[src/rtl/exc_ctrl.sv]
// Exception/interrupt commit unit: prioritises MEM-stage faults and interrupts, issues one CP0 write, flushes and redirects fetch.
// Optional build macro EXC_CTRL_CNT_EN adds the exc_count output (committed exception/interrupt counter).
module exc_ctrl #(
    parameter logic [31:0] EXC_VECTOR   = 32'hBFC00380,
    parameter int unsigned FLUSH_CYCLES = 2
) (
    input  logic        clk,
    input  logic        rst,
    input  logic        ex_valid,
    input  logic        mem_stall,
    input  logic [31:0] ex_pc,
    input  logic        ex_bd,
    input  logic        ex_adel_if,
    input  logic        ex_ri,
    input  logic        ex_ov,
    input  logic        ex_sys,
    input  logic        ex_bp,
    input  logic        ex_adel_ld,
    input  logic        ex_ades,
    input  logic [31:0] ex_badaddr,
    input  logic        ex_eret,
    input  logic [7:0]  intr_vect,
    input  logic [31:0] er_epc,
    output logic        cp0w_we,
    output logic        cp0w_bd,
    output logic        cp0w_exl,
    output logic [4:0]  cp0w_exc,
    output logic [31:0] cp0w_epc,
    output logic [31:0] cp0w_bva,
    output logic        flush,
    output logic        redir_valid,
    output logic [31:0] redir_pc
`ifdef EXC_CTRL_CNT_EN
    ,
    output logic [31:0] exc_count
`endif
);

    typedef enum logic {IDLE, FLUSH} state_t;

    state_t      state_q, state_d;
    logic [3:0]  cnt_q, cnt_d;
    logic        we_q, we_d;
    logic        bd_q, bd_d;
    logic        exl_q, exl_d;
    logic [4:0]  exc_q, exc_d;
    logic [31:0] epc_q, epc_d;
    logic [31:0] bva_q, bva_d;
    logic        flush_q, flush_d;
    logic        rv_q, rv_d;
    logic [31:0] rpc_q, rpc_d;
    logic        sh_bd_q, sh_bd_d;
    logic [4:0]  sh_exc_q, sh_exc_d;
    logic [31:0] sh_bva_q, sh_bva_d;

    logic        is_exc;
    logic [4:0]  code;
    logic [31:0] bva_new;
    logic        commit_exc;

    // Fault priority encoder; codes without an address keep the shadowed BadVAddr.
    always_comb begin
        is_exc  = 1'b1;
        code    = 5'd0;
        bva_new = sh_bva_q;
        if (intr_vect != 8'h00) begin
            code = 5'd0;
        end else if (ex_adel_if) begin
            code    = 5'd4;
            bva_new = ex_pc;
        end else if (ex_ri) begin
            code = 5'd10;
        end else if (ex_ov) begin
            code = 5'd12;
        end else if (ex_sys) begin
            code = 5'd8;
        end else if (ex_bp) begin
            code = 5'd9;
        end else if (ex_adel_ld) begin
            code    = 5'd4;
            bva_new = ex_badaddr;
        end else if (ex_ades) begin
            code    = 5'd5;
            bva_new = ex_badaddr;
        end else begin
            is_exc = 1'b0;
        end
    end

    always_comb begin
        state_d    = state_q;
        cnt_d      = cnt_q;
        we_d       = 1'b0;
        rv_d       = 1'b0;
        bd_d       = bd_q;
        exl_d      = exl_q;
        exc_d      = exc_q;
        epc_d      = epc_q;
        bva_d      = bva_q;
        flush_d    = flush_q;
        rpc_d      = rpc_q;
        sh_bd_d    = sh_bd_q;
        sh_exc_d   = sh_exc_q;
        sh_bva_d   = sh_bva_q;
        commit_exc = 1'b0;
        case (state_q)
            IDLE: begin
                flush_d = 1'b0;
                if (ex_valid && !mem_stall && (is_exc || ex_eret)) begin
                    we_d    = 1'b1;
                    rv_d    = 1'b1;
                    flush_d = 1'b1;
                    cnt_d   = 4'(FLUSH_CYCLES - 1);
                    state_d = FLUSH;
                    if (is_exc) begin
                        commit_exc = 1'b1;
                        exl_d      = 1'b1;
                        bd_d       = ex_bd;
                        exc_d      = code;
                        bva_d      = bva_new;
                        epc_d      = ex_bd ? ex_pc - 32'd4 : ex_pc;
                        rpc_d      = EXC_VECTOR;
                        sh_bd_d    = ex_bd;
                        sh_exc_d   = code;
                        sh_bva_d   = bva_new;
                    end else begin
                        exl_d = 1'b0;
                        bd_d  = sh_bd_q;
                        exc_d = sh_exc_q;
                        bva_d = sh_bva_q;
                        epc_d = er_epc;
                        rpc_d = er_epc;
                    end
                end
            end
            FLUSH: begin
                if (cnt_q == 4'd0) begin
                    flush_d = 1'b0;
                    state_d = IDLE;
                end else begin
                    cnt_d = cnt_q - 4'd1;
                end
            end
            default: state_d = IDLE;
        endcase
    end

    always_ff @(posedge clk or negedge rst) begin
        if (!rst) begin
            state_q  <= IDLE;
            cnt_q    <= '0;
            we_q     <= 1'b0;
            bd_q     <= 1'b0;
            exl_q    <= 1'b0;
            exc_q    <= '0;
            epc_q    <= '0;
            bva_q    <= '0;
            flush_q  <= 1'b0;
            rv_q     <= 1'b0;
            rpc_q    <= '0;
            sh_bd_q  <= 1'b0;
            sh_exc_q <= '0;
            sh_bva_q <= '0;
        end else begin
            state_q  <= state_d;
            cnt_q    <= cnt_d;
            we_q     <= we_d;
            bd_q     <= bd_d;
            exl_q    <= exl_d;
            exc_q    <= exc_d;
            epc_q    <= epc_d;
            bva_q    <= bva_d;
            flush_q  <= flush_d;
            rv_q     <= rv_d;
            rpc_q    <= rpc_d;
            sh_bd_q  <= sh_bd_d;
            sh_exc_q <= sh_exc_d;
            sh_bva_q <= sh_bva_d;
        end
    end

    assign cp0w_we     = we_q;
    assign cp0w_bd     = bd_q;
    assign cp0w_exl    = exl_q;
    assign cp0w_exc    = exc_q;
    assign cp0w_epc    = epc_q;
    assign cp0w_bva    = bva_q;
    assign flush       = flush_q;
    assign redir_valid = rv_q;
    assign redir_pc    = rpc_q;

`ifdef EXC_CTRL_CNT_EN
    logic [31:0] cnt_exc_q, cnt_exc_d;

    always_comb begin
        cnt_exc_d = commit_exc ? cnt_exc_q + 32'd1 : cnt_exc_q;
    end

    always_ff @(posedge clk or negedge rst) begin
        if (!rst) cnt_exc_q <= '0;
        else      cnt_exc_q <= cnt_exc_d;
    end

    assign exc_count = cnt_exc_q;
`else
    logic unused_commit;
    assign unused_commit = commit_exc;
`endif

endmodule
[config.mk]
export PLATFORM = sky130hd
export DESIGN_NAME = exc_ctrl
export DESIGN_NICKNAME = d
export VERILOG_FILES = /design/src/rtl/exc_ctrl.sv
export SDC_FILE = /design/constraint.sdc
export NUM_CORES = 1
export LEC_CHECK = 0
export CAP_MARGIN = 5
export CORE_UTILIZATION = 43
export DETAILED_ROUTE_END_ITERATION = 16
export HOLD_SLACK_MARGIN = 0.15
export PLACE_DENSITY = 0.92
export SETUP_SLACK_MARGIN = 0.02
export SLEW_MARGIN = 20
export SYNTH_ARGS = -nofsm -noshare
export SYNTH_HDL_FRONTEND = slang
export SYNTH_SLANG_ARGS = --single-unit
[constraint.sdc]
create_clock -name clk -period 2.05 [get_ports clk]
set_clock_uncertainty 0.05 [all_clocks]
set_input_delay 0.41 -clock clk [delete_from_list [all_inputs] [get_ports clk]]
set_output_delay 0.41 -clock clk [all_outputs]
set_load 0.01 [all_outputs]
After elaboration in Yosys (flattened, before gate mapping)
Cells that the tools add are included.
Widths: inputs -> output; s select.
{"block": "word_totals", "output_inout_bits": 106, "romBits": 0, "latchBits": 0, "register_bits": 110, "mem_count": 0, "mem_bits_rw": 0, "input_bits": 117, "elab_cells": 70}
{"block": "classes", "div": 0, "multipliers": 0, "n_addsub": 2, "n_bitwise": 2, "magnitude_cmp": 0, "reduce_logical": 11, "eq_ne": 7, "shift": 0, "mux": 38}
{"operator": "$mux 32", "count": 12}
{"operator": "$mux 4", "count": 8}
{"operator": "$sub 32x3->32 const B", "count": 1}
{"operator": "$mux 1", "count": 13}
{"operator": "$ne 2x2->1 const B", "count": 6}
{"operator": "$reduce_and 9->1", "count": 1}
{"operator": "$pmux 4 s2", "count": 1}
{"operator": "$reduce_bool 8->1", "count": 1}
{"operator": "$mux 3", "count": 2}
{"operator": "$logic_not 4->1", "count": 1}
{"operator": "$pmux 1 s2", "count": 2}
{"operator": "$reduce_and 2->1", "count": 2}
{"operator": "$sub 4x1->4 const B", "count": 1}
{"operator": "$reduce_and 3->1", "count": 1}
{"operator": "$reduce_bool 3->1", "count": 1}
{"operator": "$logic_and 1x1->1", "count": 2}
{"operator": "$ne 2x1->1 const B", "count": 1}
{"operator": "$not 1->1", "count": 2}
{"operator": "$logic_not 1->1", "count": 1}
{"operator": "$logic_or 1x1->1", "count": 1}

Depth between registers and ports, before layout
{"block": "logic_depth", "word_depth": 12, "ltp_mapped": 7}

Least setup slack after synthesis
No wires, ideal clock.
{"block": "synth_path", "path_kind": "input -> register", "from": "input port ex_pc[3]", "to": "register epc_q[14], in the netlist cp0w_epc[14]", "arrival_time_ns": 1.766, "setup_slack_ns": 0.157, "t_required_ns": 1.923, "path_buffers": 0, "stages": 7, "setup_ns": 0.077, "path_cell_list": "inv_1 ha_1 nor3b_1 nand3_1 or3_1 xor2_1 a21oi_1"}
{"block": "synth_via", "elab_chain_cells": 3}
{"item": "start: declaration", "line_no": "11", "source": "input logic [31:0] ex_pc,"}
{"item": "$sub 32x3->32", "line_no": "121", "source": "epc_d = ex_bd ? ex_pc - 32'd4 : ex_pc;"}
{"item": "$mux 32", "line_no": "121"}
{"item": "$mux 32", "line_no": "115", "source": "if (is_exc) begin"}
{"item": "end signal: assignment", "line_no": "171", "source": "epc_q <= epc_d;"}
{"item": "end: declaration", "line_no": "47", "source": "logic [31:0] epc_q, epc_d;"}
Every way passes these cells.
A chain may end at the register's enable or synchronous reset.

Final worst setup path
{"block": "layout_path", "from": "input port mem_stall", "to": "register sh_bva_q[15]"}
{"block": "layout_via", "elab_chain_cells": 4}
{"item": "start: declaration", "line_no": "10", "source": "input logic mem_stall,"}
{"item": "$logic_not 1->1", "line_no": "109", "source": "if (ex_valid && !mem_stall && (is_exc || ex_eret)) begin"}
{"item": "$logic_and 1x1->1 (2 in a row)", "line_no": "109"}
{"item": "$reduce_and 9->1 (no line)"}
{"item": "end signal: assignment", "line_no": "178", "source": "sh_bva_q <= sh_bva_d;"}
{"item": "end: declaration", "line_no": "54", "source": "logic [31:0] sh_bva_q, sh_bva_d;"}
Every way passes these cells.

==> out/results.ini <==
[final_layout]
antenna-diode-count=0
final_area_um2=9190
final_common_cell=clkdlybuf4s50_1
final_net_count=945
syn_to_final_growth_pct=72.8
post-route-util_pct=76.5
layout-drive-gt1-share_pct=23.2
nFillCells=772
layout_common_cells=clkdlybuf4s50_1 (191), dfrtp_1 (109), buf_4 (87)

[clock_network]
cts.clk_slew.worst_paths_ns=0.07
cts_tree=built
clk_path_buf_depth=2
cts_buffers=9
cts-root-buf=clkbuf_16
cts_num_sinks=109
clk_latency_ns=0.34
htreeDepth=3

[synth]
ys.flop_type=dfrtp_1
synth.avg_cell_area_um2=10.3
synth-async-reset-ratio_pct=100
ys_seq_elements=109
postSynthCellCount=516
yosys_warnings=0
synth_top_area_share_pct=51.3
ys_seq_area_share_pct=51.3
synth_top_cells_by_area=dfrtp_1 (51%), mux2i_1 (6.2%), nor2_1 (4.2%)
ys_types=57
syn_area_um2=5320
yosysTopAreaCell=dfrtp_1
synthesis.nets=635
synth_edf_count=0

[hold_path]
hp-class=flop to flop
worstHoldStart=redir_pc[12]

[timing]
rsz0062_at_grt=true
slew_headroom_pct=59.2
timing.final.ws_setup_ns=0.00882
worst_pin_slew_ns=0.612
fmaxAchievable_ghz=0.490
finalSetupViolations=0
hold_viol_final=0
min_period_ns=2.04
drv_slew=0
finalCritPeriodShare_pct=99.6

[routing]
drt-total-wl_um=21000
first_pass_iters=5
via_count=5609
vias_per_cell=5.74
post-route-drc-count=0
drtAntennaViolNets=0
drtIter0Drc=438
wl_per_cell_um=21.5

[placement]
place_area_um2=8270
place_congestion=0.894
dpl.hpwl_um=14300
dp_slack_ns=-0.516
portBuffers=221

[floorplanning]
ios=223
num_rows=40
die_width_um=113
initial_core_util_pct=44.3
core_um2=12000
dieArea_um2=12800
die_h_um=113

[worst_setup_path]
crit_type=input port to flop
arrival_ns=2.26
crit_fanout=8
reg2reg_from=state_q
required_ns=2.27
cp-end-kind=flop
start_kind=input port
startpoint=mem_stall

[job]
drv_cap=0

[global_route]
grt_pass1_wl_um=30100
grt_start_max_net_pins=110
grt_overflow=0
track_usage_pct=30.5
antenna_found_initial=0
grt_pass1_vias=5554

[power_and_ir_drop]
peakVddDrop_v=0.000453
p_leak_nw=4.20
p_per_area_nw_per_um2=816

[outcome]
status=finished clean

[worst paths after layout]
kind / cells past startpoint / slack [ns] / to
min in group asynchronous: 3 / 0.61 / cp0w_epc[23]
worst min-delay path: 2 / 0.44 / redir_pc[12]
worst min register to register: 2 / 0.44 / redir_pc[12]
worst max register to register: 6 / 0.12 / sh_bva_q[15]
worst max-delay path: 7 / 0.009 / sh_bva_q[15]
max in group asynchronous: 3 / 0.87 / state_q
[metal layers]
layer | track usage, % | vias up | part of all wire, %
met5 | 0 | - | 0
met4 | 12.6 | 0 | 3.6
met3 | 4.77 | 68 | 6.4
met2 | 51.2 | 307 | 51
met1 | 39.5 | 2767 | 38
li1 | - | 2467 | -
[final cells by class]
class                           instances  area, um2  area share (%)
Sequential cell                       109       2730            29.7
Clock buffer                           10        229            2.49
Multi-Input combinational cell        364       2630            28.6
Timing Repair inverter                  1       6.26          0.0681
Inverter                                9       38.8           0.422
Tap cell                              147        184            2.00
Clock inverter                          6       71.3           0.776
Timing Repair Buffer                  332       3310            36.0
[logic make-up (layout without fill, tap and decap cells)]
family                   after synthesis  after routing  share of synthesized area (%)
AND/OR/NAND/NOR                      176            176                           17.2
flip-flops                           109            109                           51.3
buffers and inverters                 43            358                           4.26
adder cells (fa/ha/maj)                2              2                          0.470
AO/OA/AOI/OAI                        122            122                           15.6
multiplexers                          33             33                           6.21
other                                  1              1                         0.0705
XOR/XNOR                              30             30                           4.94
[state kept, by name (all words and copies together), names as in the netlist]
| signal | cells |
|---|---|
| cp0w_epc | 32 |
| redir_pc | 32 |
| sh_bva_q | 32 |
| cnt_q | 4 |
| sh_exc_q | 4 |
| cp0w_exl | 1 |
| flush | 1 |
| redir_valid | 1 |
| sh_bd_q | 1 |
| state_q | 1 |
[stage by stage]
stage / setup TNS, ns / hold WS, ns / std cells / power, mW
finish: 0 / 0.441 / 978 / 7.50
CTS: 0 / 0.442 / 961 / 7.37
global placement: -33.31 / 0.411 / 939 / 5.42
detailed placement: -37.26 / 0.425 / 939 / 5.56
floorplan: 0 / 0.0644 / 516 / 3.88
global route: -0.190 / 0.475 / 978 / 7.79
[synthesized netlist by cell type (3+ instances only)]
cell / instances
a22oi_1: 13
o21ai_0: 6
nor2_1: 60
nand3_1: 14
nor4_2: 3
a22o_1: 19
a211oi_2: 3
buf_4: 10
nand4_1: 3
nor3_1: 15
nand2_1: 43
xor2_1: 20
a21oi_1: 35
buf_2: 16
a211oi_1: 3
nor4_1: 6
a21oi_2: 10
nand3b_1: 3
clkbuf_1: 7
inv_1: 8
mux2i_1: 33
xnor2_1: 10
o22ai_1: 10
o21ai_1: 12
dfrtp_1: 109
[worst max-delay path, cell delays in order]
cell	delay, ns
clkdlybuf4s50_1	0.47
or3b_4	0.44
nor4b_4	0.30
buf_6	0.23
clkbuf_16	0.19
nor2_1	0.07
a21oi_2	0.14
[power breakdown]
part	switching, mW	internal (mW)
clock	0.840	0.964
combinational	1.24	1.51
sequential	0.329	2.62
total	2.41	5.10
[timing repair]
| item | CTS | global route |
|---|---|---|
| setup endpoints to repair | 60 | 91 |
| hold endpoints to repair | 109 | 0 |
| pin swaps | 12 | 28 |
| resized for setup | 29 | 65 |
| cloned | 2 | 5 |
| setup buffers | 3 | 12 |
| hold buffers | 1 | 0 |
(Power assumes the default switching activity.)
